`config.mk`:
```
export PLATFORM = sky130hd
export DESIGN_NAME = coincidence_ctrl
export DESIGN_NICKNAME = d
export VERILOG_FILES = /design/src/rtl/coincidence_ctrl.sv
export SDC_FILE = /design/constraint.sdc
export NUM_CORES = 1
export LEC_CHECK = 0
export ABC_AREA = 1
export BUFFER_PORTS_ARGS = -buffer_cell sky130_fd_sc_hd__buf_2
export CORE_ASPECT_RATIO = 0.6
export CORE_MARGIN = 2
export CORE_UTILIZATION = 50
export DETAILED_ROUTE_END_ITERATION = 16
export GPL_ROUTABILITY_DRIVEN = 0
export PLACE_DENSITY = 0.71
export RECOVER_POWER = 25
export SLEW_MARGIN = 20
export SYNTH_ARGS = -nofsm -noshare
export SYNTH_HDL_FRONTEND = slang
export SYNTH_SLANG_ARGS = --single-unit
export TNS_END_PERCENT = 100
```
`constraint.sdc`:
```
create_clock -name clk -period 4.39 [get_ports clk]
set_input_delay 1.0975 -clock clk [delete_from_list [all_inputs] [get_ports clk]]
set_output_delay 1.0975 -clock clk [all_outputs]
set_load 0.02 [all_outputs]
```
`src/rtl/coincidence_ctrl.sv`:
```
// coincidence_ctrl: turns two synchronized detector levels into counter
// increment pulses. An A/B rising-edge pair inside a window produces a
// coincidence pulse followed by a dead time. Edges that arrive during the
// dead time are counted in a saturating drop counter.
module coincidence_ctrl #(
    parameter int WINDOW_CYCLES = 32,
    parameter int DEAD_CYCLES   = 16
) (
    input  logic       clk,
    input  logic       rst_n,
    input  logic       hit_a,
    input  logic       hit_b,
    input  logic       clear,
    output logic       inc_a,
    output logic       inc_b,
    output logic       inc_c,
    output logic       busy,
    output logic [7:0] drop_cnt,
    output logic [1:0] dbg_state
);

    typedef enum logic [1:0] {
        IDLE   = 2'd0,
        WAIT_B = 2'd1,
        WAIT_A = 2'd2,
        DEAD   = 2'd3
    } state_t;

    localparam logic [7:0] WIN_LOAD  = 8'(WINDOW_CYCLES);
    localparam logic [7:0] DEAD_LOAD = 8'(DEAD_CYCLES);

    state_t     state_q, state_d;
    logic [7:0] win_q, win_d;
    logic [7:0] dead_q, dead_d;
    logic [7:0] drop_d;
    logic       hit_a_q, hit_b_q;
    logic       inc_a_d, inc_b_d, inc_c_d;
    logic [8:0] drop_sum;
    logic       rise_a, rise_b;

    // Only a low-to-high transition is an event; a held level never counts.
    assign rise_a = hit_a & ~hit_a_q;
    assign rise_b = hit_b & ~hit_b_q;

    assign busy      = (state_q != IDLE);
    assign dbg_state = state_q;

    // State, counters, history and registered pulse outputs.
    always_ff @(posedge clk or negedge rst_n) begin
        if (!rst_n) begin
            state_q  <= IDLE;
            win_q    <= 8'd0;
            dead_q   <= 8'd0;
            drop_cnt <= 8'd0;
            hit_a_q  <= 1'b0;
            hit_b_q  <= 1'b0;
            inc_a    <= 1'b0;
            inc_b    <= 1'b0;
            inc_c    <= 1'b0;
        end else begin
            state_q  <= state_d;
            win_q    <= win_d;
            dead_q   <= dead_d;
            drop_cnt <= drop_d;
            // History keeps tracking during clear so a level held across
            // the clear cycle does not look like a fresh edge afterwards.
            hit_a_q  <= hit_a;
            hit_b_q  <= hit_b;
            inc_a    <= inc_a_d;
            inc_b    <= inc_b_d;
            inc_c    <= inc_c_d;
        end
    end

    // Next-state, counter updates and pulse requests for the next cycle.
    always_comb begin
        state_d  = state_q;
        win_d    = win_q;
        dead_d   = dead_q;
        drop_d   = drop_cnt;
        inc_a_d  = 1'b0;
        inc_b_d  = 1'b0;
        inc_c_d  = 1'b0;
        drop_sum = {1'b0, drop_cnt} + 9'(rise_a) + 9'(rise_b);

        if (clear) begin
            state_d = IDLE;
            win_d   = 8'd0;
            dead_d  = 8'd0;
            drop_d  = 8'd0;
        end else begin
            case (state_q)
                IDLE: begin
                    if (rise_a && rise_b) begin
                        inc_a_d = 1'b1;
                        inc_b_d = 1'b1;
                        inc_c_d = 1'b1;
                        state_d = DEAD;
                        dead_d  = DEAD_LOAD;
                    end else if (rise_a) begin
                        inc_a_d = 1'b1;
                        state_d = WAIT_B;
                        win_d   = WIN_LOAD;
                    end else if (rise_b) begin
                        inc_b_d = 1'b1;
                        state_d = WAIT_A;
                        win_d   = WIN_LOAD;
                    end
                end
                WAIT_B: begin
                    // Edges are checked before expiry, so an edge on the
                    // last window cycle still counts as a coincidence.
                    if (rise_b) begin
                        inc_a_d = rise_a;
                        inc_b_d = 1'b1;
                        inc_c_d = 1'b1;
                        state_d = DEAD;
                        win_d   = 8'd0;
                        dead_d  = DEAD_LOAD;
                    end else if (rise_a) begin
                        inc_a_d = 1'b1;
                        win_d   = WIN_LOAD;
                    end else if (win_q <= 8'd1) begin
                        state_d = IDLE;
                        win_d   = 8'd0;
                    end else begin
                        win_d = win_q - 8'd1;
                    end
                end
                WAIT_A: begin
                    if (rise_a) begin
                        inc_a_d = 1'b1;
                        inc_b_d = rise_b;
                        inc_c_d = 1'b1;
                        state_d = DEAD;
                        win_d   = 8'd0;
                        dead_d  = DEAD_LOAD;
                    end else if (rise_b) begin
                        inc_b_d = 1'b1;
                        win_d   = WIN_LOAD;
                    end else if (win_q <= 8'd1) begin
                        state_d = IDLE;
                        win_d   = 8'd0;
                    end else begin
                        win_d = win_q - 8'd1;
                    end
                end
                DEAD: begin
                    // Dropped edges are tallied, saturating rather than wrapping.
                    drop_d = drop_sum[8] ? 8'hFF : drop_sum[7:0];
                    if (dead_q <= 8'd1) begin
                        state_d = IDLE;
                        dead_d  = 8'd0;
                    end else begin
                        dead_d = dead_q - 8'd1;
                    end
                end
                default: begin
                    state_d = IDLE;
                end
            endcase
        end
    end

endmodule

```
==> flow_summary.toml <==
[final_layout]
layout.area.seq_um2 = 775.7
diodes = 0
multi_input_area_um2 = 1006
drive_above_1_share_pct = 17.01
nets = 303
final_util_pct = 58.32
fillers = 332
area_growth_pct = 9.817
layoutNonFillerInstCount = 335

[global_route]
grt_max_degree = 32
grt.overflow.total = 0
antenna_found_initial = 0
grt_pass1_wl_um = 7134
grt_pass1_vias = 1569
grt_usage_pct = 20.64

[drt]
wirelength_um = 3972
first_pass_iters = 4
detail_route.iter0.violations = 108
drcViolationCount = 0
ant_nets = 0
vias_per_cell = 5.033
vias = 1686
routedWlPerCell_um = 11.86

[worst_setup_path]
path_class = "in2reg"
crit_chain = "clkbuf_1 > nand2_2 > fa_1 > inv_1 > ha_1 > nand2_1 > nor2_1 > nand3_1 > nor3_2 > a21oi_1 > o22ai_1"
path_buf_inv = 2
worstPathArrival_ns = 2.90
slowest_stage = "fa_1"
startpoint_type = "input pin"
r2r_slack_ns = 2.21
crit_family = "simple AND/OR/NAND/NOR gates"
r2r-end = "drop_cnt[4]"
cp-startpoint = "hit_a"
r2r-start = "hit_b_q"
slowest_delay_ns = 0.38
cp_data_required_time_ns = 4.59
reg2reg_depth = 11
cp_max_fo = 8
critPathCaptureType = "flop"

[clock_network]
cts-htree-levels = 2
root_buffer = "clkbuf_8"
cts.sink_count = 31
cts.clk_slew.worst_paths_ns = 0.07
cts_setup_buffers = 0
cts_resized = 0
clock_path_buffers = 2
cts_tree = "done"
numCtsBuffers = 5
holdBufCountCts = 0
clock_latency_ns = 0.29

[sta]
final_max_slew_viol_count = 32
fin_skew_ns = 0.008287
tightest_slew_ns = 1.676
setup_violations = 0
layout_min_cycle_time_ns = 2.693
maxSlewHeadroom_pct = -11.73
finalSetupTns_ns = 0
fmax_ghz = 0.3713
post-route-period-util_pct = 61.35
hold_viol = 0
rsz0062_at_grt = "false"

[synth]
yosysMostFrequentCell = "nand2_1"
synth.top_cell.area_share_pct = 39.02
postSynthCellCount = 268
ys_seq_area_share_pct = 39.02
ys_ff_latch = 31
syn_area_per_cell_um2 = 7.418
ys_top_cells_by_area = "dfrtp_1 39%, nand2_1 11%, inv_1 6.8%"
synth_cell_type_count = 30
synth_fp_nets = 283
netlist_top_cells_count = "59 x nand2_1, 36 x inv_1, 33 x nor2_1"
yosysWarnings = 0
synthFlopType = "dfrtp_1"
synth-edff-count = 0
syn_area_um2 = 1988
synth_area_leader_cell = "dfrtp_1"
synthArstFlopShare_pct = 100.0

[floorplanning]
std_cell_rows = 17
coreArea_um2 = 3744
initial_utilization_pct = 53.11
die_y_um = 52.85
die_w_um = 85.41
io_pins = 19
dieArea_um2 = 4513

[hold_path]
hp-class = "reg2reg"
min_to = "dead_q[1]"
hold_start = "dead_q[1]"
hold_depth = 2

[placement]
post-dp-hpwl_um = 3007
portBuffers = 18
dpl.cell_count = 328

[pwr]
power.density_nw_per_um2 = 534.4
peakVddDrop_v = 0.0002354
power.leakage_nw = 1.144

[outcome]
status = "finished with violations"
violations = "capacitance limit, slew limit"

[flow_run]
max_cap_viol_count = 1
[kinds of logic (layout without fill, tap and decap cells)]
kind of cell	after synthesis	count (layout)	synth area share, %
adders and majority gates	10	10	6.671
AOI/OAI and AO/OA	33	33	9.818
DFF	31	31	39.02
buffers and inverters	50	70	10.38
and+or+nand+nor	137	137	31.03
xor gates and xnor gates	7	7	3.084
[how the worst max path moves through the flow]
| stage | cells after the start | slack (ns) | end |
|---|---|---|---|
| after floorplan | 10 | 1.81 | drop_cnt[3] |
| after global placement | 11 | 1.52 | drop_cnt[3] |
| after CTS | 11 | 1.81 | drop_cnt[3] |
| after global routing | 11 | 1.46 | drop_cnt[4] |
| final | 11 | 1.70 | drop_cnt[4] |
| after detailed placement | 11 | 1.50 | drop_cnt[1] |
[where the power goes]
part	total (W)	switching (W)	internal (W)
Clock	0.000225	0.000102	0.000123
Sequential	0.000385	0.0000483	0.000337
Combinational	0.000557	0.000368	0.000189
Total	0.00117	0.000518	0.000649
[final cells by class]
| cell class | instances | area share [%] |
|---|---|---|
| clock buffer | 6 | 3.782 |
| clock inverter | 1 | 0.2292 |
| inverter | 45 | 7.736 |
| multi-input combinational | 187 | 46.07 |
| sequential | 31 | 35.53 |
| tap | 47 | 2.693 |
| timing repair buffer | 18 | 3.954 |
[cells in the final DEF (no fill, tap or decap), drive strengths merged]
master,n
dfrtp,31
nand3,17
fa,1
clkinv,2
xor2,6
o22ai,5
nand3b,1
xnor2,1
a31oi,1
o211ai,1
o31ai,1
buf,15
a21oi,6
ha,9
inv,44
clkbuf,9
nor3,8
nor2,36
nand2,68
or2,2
o21ai,19
nand4,5
[worst min-delay path: cells and delay by family, from the launching register on]
family	cells	cell delay, ns
DFF	1	0.36
and+or+nand+nor	1	0.07
AOI/OAI and AO/OA	1	0.05
[through the flow]
| step | worst slack (ns) | hold slack [ns] | total power, W | area (um2) |
|---|---|---|---|---|
| after global routing | 1.462 | 0.5595 | 0.001274 | 2183 |
| after CTS | 1.806 | 0.5228 | 0.001171 | 2187 |
| after global placement | 1.525 | 0.4988 | 0.0009365 | 2100 |
| after floorplan | 1.813 | 0.4716 | 0.0008357 | 1988 |
| final | 1.697 | 0.5190 | 0.001167 | 2183 |
| after detailed placement | 1.503 | 0.5073 | 0.0009404 | 2100 |
[per-layer routing]
layer	GRT usage (%)	share of wire [%]
met1	30.78	56
met2	28.52	37
met3	5.827	6.1
met4	6.349	1.3
met5	0	0
[sequential cells by signal (all words and copies together), names as in the netlist]
name,flops
inc_c,1
drop_cnt,8
inc_a,1
win_q,8
inc_b,1
hit_a_q,1
dead_q,8
dbg_state,2
hit_b_q,1
Power figures use the tool's default switching activity.
